$ cat src/rtl/icache_fetch.sv
// icache_fetch: direct-mapped read-only instruction cache with a stalling line refill
module icache_fetch #(
  parameter int OFFSET_BITS = 2,
  parameter int INDEX_BITS = 4
) (
  input  logic        clk,
  input  logic        rst,
  input  logic [31:0] pc,
  output logic [31:0] instruction,
  output logic        hit,
  output logic        mem_req,
  output logic [31:0] mem_addr,
  input  logic [31:0] mem_rdata,
  input  logic        mem_ready
);
  localparam int TAG_BITS = 32 - 2 - OFFSET_BITS - INDEX_BITS;
  localparam int LINES = 1 << INDEX_BITS;
  localparam int WORDS = 1 << OFFSET_BITS;
  typedef enum logic {IDLE, FILL} state_t;
  state_t state, state_n;
  logic [LINES-1:0] valid;
  logic [TAG_BITS-1:0] tags [LINES];
  logic [31:0] data [LINES][WORDS];
  logic [TAG_BITS+INDEX_BITS-1:0] line;
  logic [OFFSET_BITS-1:0] fill_cnt;
  logic [OFFSET_BITS-1:0] offset;
  logic [INDEX_BITS-1:0] index, idx;
  logic [TAG_BITS-1:0] tag;
  logic lookup, last, unused_pc;
  assign offset = pc[OFFSET_BITS+1:2];
  assign index = pc[OFFSET_BITS+INDEX_BITS+1:OFFSET_BITS+2];
  assign tag = pc[31:OFFSET_BITS+INDEX_BITS+2];
  assign unused_pc = ^pc[1:0];
  assign idx = line[INDEX_BITS-1:0];
  assign last = fill_cnt == OFFSET_BITS'(WORDS - 1);
  assign lookup = valid[index] && tags[index] == tag;
  always_ff @(posedge clk) state <= rst ? IDLE : state_n;
  always_comb begin
    hit = state == IDLE && lookup;
    mem_req = state == FILL;
    state_n = state == IDLE ? (lookup ? IDLE : FILL) : (mem_ready && last ? IDLE : FILL);
    instruction = hit ? data[index][offset] : '0;
    mem_addr = mem_req ? {line, fill_cnt, 2'b00} : '0;
  end
  // The line is invalidated on fill entry, so a partial refill can never hit.
  always_ff @(posedge clk) begin
    if (rst) begin
      valid <= '0;
      fill_cnt <= '0;
      line <= '0;
    end else if (state == IDLE && !lookup) begin
      line <= pc[31:OFFSET_BITS+2];
      valid[index] <= 1'b0;
      fill_cnt <= '0;
    end else if (state == FILL && mem_ready) begin
      fill_cnt <= fill_cnt + 1'b1;
      if (last) valid[idx] <= 1'b1;
    end
  end
  always_ff @(posedge clk) begin
    if (!rst && state == FILL && mem_ready) begin
      data[idx][fill_cnt] <= mem_rdata;
      if (last) tags[idx] <= line[TAG_BITS+INDEX_BITS-1:INDEX_BITS];
    end
  end
endmodule
$ cat config.mk
export PLATFORM = sky130hd
export DESIGN_NAME = icache_fetch
export DESIGN_NICKNAME = d
export VERILOG_FILES = /design/src/rtl/icache_fetch.sv
export SDC_FILE = /design/constraint.sdc
export NUM_CORES = 2
export LEC_CHECK = 0
export ABC_AREA = 0
export ABC_CLOCK_PERIOD_IN_PS = 8350
export CAP_MARGIN = 20
export CORE_ASPECT_RATIO = 0.75
export CORE_MARGIN = 4
export CORE_UTILIZATION = 45
export CTS_BUF_LIST = sky130_fd_sc_hd__clkbuf_16
export CTS_CLUSTER_DIAMETER = 50
export CTS_CLUSTER_SIZE = 16
export DETAILED_ROUTE_END_ITERATION = 7
export GPL_TIMING_DRIVEN = 0
export PLACE_DENSITY_LB_ADDON = 0.3
export REMOVE_ABC_BUFFERS = 1
export SLEW_MARGIN = 20
export SYNTH_ARGS = -nofsm -noshare
export SYNTH_HDL_FRONTEND = slang
export SYNTH_SLANG_ARGS = --single-unit
$ cat constraint.sdc
create_clock -name clk -period 8.35 [get_ports clk]
set_clock_uncertainty 0.2 [all_clocks]
set_input_delay 0.835 -clock clk [delete_from_list [all_inputs] [get_ports clk]]
set_output_delay 0.835 -clock clk [all_outputs]
set_load 0.05 [all_outputs]
; ---- After elaboration in Yosys (flattened, before gate mapping)
; Memory sizes are Yosys's and may differ from the RTL's.
; Index checks and enable logic that the tools add are counted.
[classes]
n_eq_ne = 2
reduce_logical = 16
n_mux = 24
bitwise_logic = 6
n_lt_le_gt_ge = 7
add_sub_neg = 1
[op_table]
columns = operator, count
row1 = 2-to-1 mux 32 bit, 5
row2 = 2-to-1 mux 128 bit, 1
row3 = binary-select mux 32 bit (select 2 bit), 1
row4 = demux 32 bit (select 2 bit), 1
row5 = 2-to-1 mux 16 bit, 3
row6 = equality test 24 bit, 1
row7 = AND 16 bit, 1
row8 = NOT 16 bit, 1
row9 = OR 16 bit, 1
row10 = logical AND 1 bit, 10
row11 = less-than comparator 4 x 5 -> 1 bit (second input constant), 2
row12 = 2-to-1 mux 1 bit, 10
row13 = demux 1 bit (select 4 bit), 2
row14 = greater-or-equal comparator 4 x 1 -> 1 bit (second input constant), 2
row15 = greater-or-equal comparator 3 bit (second input constant), 2
row16 = NOT 2 -> 3 bit, 2
row17 = binary-select mux 1 bit (select 4 bit), 1
row18 = nonzero test 2 bit, 2
row19 = less-than comparator 3 x 1 -> 1 bit (second input constant), 1
row20 = adder 2 x 1 -> 2 bit (second input constant), 1
row21 = equality test 2 bit (second input constant), 1
row22 = logical NOT 1 bit, 2
row23 = AND reduction 2 bit, 1
row24 = OR reduction 2 bit, 1
row25 = NOT 1 bit, 1
[totals]
n_memories = 2
elab_cells = 62
ramBits = 2432
regBits = 47
[memory_table]
columns = memory, depth, word_bits, read_ports, rd_clocked_by_memory_dff, write_ports, line
row1 = data, 16, 128, 1, 0, 1, 23  ; logic [31:0] data [LINES][WORDS];
row2 = tags, 16, 24, 1, 0, 1, 22  ; logic [TAG_BITS-1:0] tags [LINES];

; ---- Logic depth before layout (Yosys ltp)
[depth]
ltp_word = 8
mapped_depth = 13
ltp_nobuf = 8

; ---- Worst setup path after synthesis
; OpenSTA, ideal clock, no wires.
[synth_path]
path_kind = input to output
from = input port pc[7]
to = output port instruction[10]
arrival_ns = 3.807
t_required_ns = 7.315
path_slack_ns = 3.508
stages = 12
path_cell_list = buf_2 > buf_2 > buf_2 > mux4_2 > mux2i_1 > xnor2_1 > o31ai_1 > nand2_1 > nor4_4 > nand4b_2 > clkbuf_1 > nor2b_1
[synth_between]
elab_chain_len = 5
[synth_rtl]
columns = element, line
row1 = "start, declared", 8  ; input logic [31:0] pc,
row2 = "memory read (16 x 24 bit), or another cell as far along", n/a
row3 = "equality test 24 bit, or another cell as far along", 36  ; assign lookup = valid[index] && tags[index] == tag;
row4 = logical AND 1 bit / 2-to-1 mux 32 bit (equally long branches), "36, 42"
row5 = logical AND 1 bit / 2-to-1 mux 32 bit (equally long branches), "39, 42"
row6 = 2-to-1 mux 32 bit *, 42  ; instruction = hit ? data[index][offset] : '0;
row7 = "end, declared", 9  ; output logic [31:0] instruction,
; Mark *: on every way between the ends. The rest lies on a longest branch, timed or not. The select of a mux whose other input is x is not followed.

; ---- Worst setup path after layout
[layout_path]
from = input port pc[4]
to = output port instruction[24]
; The elaborated chain is that of the path after synthesis.

==> impl_metrics.yaml <==
outcome:
  status: "finished, final reports clean"
global_route:
  grt_max_degree: 87
  grt.total_usage_pct: 21.6
  antenna_found_initial: 10
  overflow: 0
  first_global_vias: 44200
  grt_pass1_wl_um: 338000
min_path:
  hp-class: "in2reg"
  holdPathStages: 1
worst_setup_path:
  cpMostUsedCell: "buf_16"
  endpoint: "instruction[24]"
  crit_required_ns: 7.32
  r2r_end: "data[7][23]$_DFFE_PP_"
  cp_slowest_cell: "clkdlybuf4s50_1"
  crit_path_end_kind: "output port"
  worst-path-stages: 15
  critPathTopFamily: "buffers and inverters"
  arrival_ns: 6.90
  regToRegSetupSlack_ns: 4.50
  worstPathCellList: "buf_16 > buf_16 > buf_16 > buf_16 > buf_16 > nor2b_1 > a22o_1 > a221oi_1 > xnor2_1 > a31oi_1 > nor4b_2 > nand4b_4 > buf_12 > nor2b_1 > clkdlybuf4s50_1"
  startpoint: "pc[4]"
  cpPeakStageDelay_ns: 0.93
  cp_num_buf_inv: 7
  cp-start-kind: "input pin"
  crit_type: "in2out"
  crit_path_max_fanout: 76
  rr_startpoint: "fill_cnt[0]$_SDFFE_PP0P_"
  worst_r2r_path_depth: 7
clock_tree:
  cts_inserted_buffers: 185
  cts_tree: "built"
  clk_latency_ns: 0.84
  cts.sinks: 2479
  cts.clk_slew.worst_paths_ns: 0.07
  cts-root-buf: "clkbuf_16"
  clockBufferDepth: 3
  hold_buffers: 0
  htree_levels: 4
final_layout:
  layout.nets: 4385
  stdcell_count: 7217
  nFillCells: 15800
  area_delta_synth_final_pct: 15.6
  drive_above_1_share_pct: 30.3
  design_area_um2: 110000
pwr:
  powerDensity_nw_per_um2: 211
  p_leak_nw: 34.1
  ir_drop_mv: 0.281
drt:
  vias: 44400
  vias_per_cell: 6.16
  drt_pre_antenna_iters: 5
  drc_errors: 0
  wl_um: 237000
  ant_nets: 0
  wl_per_cell_um: 32.8
  drt_iter0_drc: 6034
logic_synthesis:
  async_flop_share_pct: 0
  syn_inst: 3986
  ys_seq_area_share_pct: 77.4
  synthTopCellsByArea: "edfxtp_1, mux4_2, dfxtp_1"
  yosysMostFrequentCell: "edfxtp_1"
  yosys_warnings: 0
  synth-seq-cells: 2479
  ys.flop_type: "edfxtp_1"
  netlist_area_um2: 95500
  synth_edf_count: 2432
  yosys-top-cells-count: "edfxtp_1, mux4_2, nor2_1"
  synth_area_per_cell_um2: 24.0
  yosys.area.top_type: "edfxtp_1"
  synth_cell_type_count: 60
  synth_top_area_share_pct: 76.4
placement:
  gp_congestion: 0.711
  place_area_um2: 105000
  hpwl_um: 148000
  port_buffers: 128
  dp.cells: 6935
sta:
  worst_slew_pin_slew_ns: 1.08
  relSlewSlack_pct: 28.1
  final_max_slew_viol_count: 0
  rsz0062_at_grt: "false"
  timing.final.crit_share_pct: 95.1
  hold_violations: 0
  min_period_ns: 7.94
  finalSetupViolCount: 0
  max_freq_mhz: 126
floorplan:
  ios: 133
  coreArea_um2: 211000
  initial_core_util_pct: 45.2
  die_area_um2: 220000
  num_rows: 146
  die_x_um: 540
  dieHeight_um: 407
job:
  drv_cap: 0
-- worst register-to-register path, cell delays in order, from the launching register on --
cell     delay [ns]
dfxtp_1        0.51
ha_1           0.21
nand3_1        0.40
or2_2          0.79
nor2_4         0.72
buf_12         0.28
buf_16         0.20
buf_16         0.20
-- through the flow --
step | setup TNS (ns) | hold slack, ns | setup WS, ns | utilization, % | power [mW]
after detailed placement | -21.59 | 0.291 | -1.10 | 49.7 | 15.2
after global placement | -6097.48 | 0.283 | -43.77 | 47.0 | 16.5
after CTS | 0 | 0.0655 | 0.166 | 52.3 | 23.4
after floorplan | 0 | 0.268 | 3.16 | - | 14.5
after global routing | 0 | 0.101 | 0.0245 | 52.3 | 24.0
final | 0 | 0.140 | 0.411 | 52.3 | 23.3
-- logic make-up (layout without fill, tap and decap cells) --
family	after synthesis	in the layout	share of synthesized area (%)
AO/OA/AOI/OAI	76	76	0.631
XOR/XNOR	28	28	0.257
adder cells (fa/ha/maj)	4	4	0.0524
buffers and inverters	228	641	1.10
flip-flops	2479	2479	77.4
multiplexers	849	849	18.7
other	1	7	0.00392
AND/OR/NAND/NOR	321	321	1.79
-- metal layers --
metal	track usage, %	vias up	wire [um]
met2	35.0	2050	116000
met3	3.81	351	19100
met5	0	-	21
met1	31.0	24300	96200
li1	-	17700	-
met4	5.17	4	5630
-- what timing repair did --
action / 4_1_cts / 5_1_grt
pin swaps: 1 / 0
setup endpoints to repair: 33 / 1
cloned: 2 / 0
resized for setup: 1 / 1
setup buffers: 2 / 0
-- power by group --
| part | total [mW] | leakage (nW) | internal [mW] | switching (mW) |
|---|---|---|---|---|
| logic | 1.20 | 9.01 | 0.544 | 0.657 |
| clock network | 8.37 | 2.71 | 4.22 | 4.15 |
| registers | 13.7 | 22.3 | 13.7 | 0.0413 |
-- state kept, by name (all words and copies together) (netlist names) --
signal / flops
valid: 16
tags: 384
data: 2048
mem_req: 1
fill_cnt: 2
line: 28
-- how the worst min path moves through the flow --
stage | start | end | slack, ns
after floorplan | valid[14]$_SDFFE_PP0P_ | valid[14]$_SDFFE_PP0P_ | 0.27
after global placement | valid[5]$_SDFFE_PP0P_ | valid[5]$_SDFFE_PP0P_ | 0.28
after detailed placement | valid[6]$_SDFFE_PP0P_ | valid[6]$_SDFFE_PP0P_ | 0.29
after CTS | mem_rdata[10] | data[3][42]$_DFFE_PP_ | 0.07
after global routing | mem_rdata[17] | data[1][113]$_DFFE_PP_ | 0.10
final | mem_rdata[17] | data[0][113]$_DFFE_PP_ | 0.14
-- placed cells by master, fill, tap and decap left out, types with 9 or more instances in the layout --
cell type,n
a22oi_1,12
a311oi_1,17
and2_1,32
buf_12,112
buf_16,110
buf_2,32
clkbuf_16,190
clkdlybuf4s50_1,88
clkinv_1,19
clkinv_2,13
dfxtp_1,46
edfxtp_1,2432
inv_1,39
mux2i_1,92
mux4_2,750
nand2_1,28
nand2b_1,62
nand3_1,11
nor2_1,38
nor2_4,64
nor2b_1,43
xnor2_1,19
xor2_1,9
-- cell type report --
type / instances / area, um2 / area share, %
repair buffers: 356 / 6520 / 5.90
flip-flops and latches: 2479 / 74000 / 67.0
clock buffers: 190 / 4750 / 4.30
well taps: 2812 / 3520 / 3.19
multi-input cells: 1280 / 21000 / 19.0
clock inverters: 83 / 598 / 0.542
diodes: 5 / 12.5 / 0.0113
inverters: 12 / 45.0 / 0.0408
No activity file was read; power rests on OpenSTA's default activity.
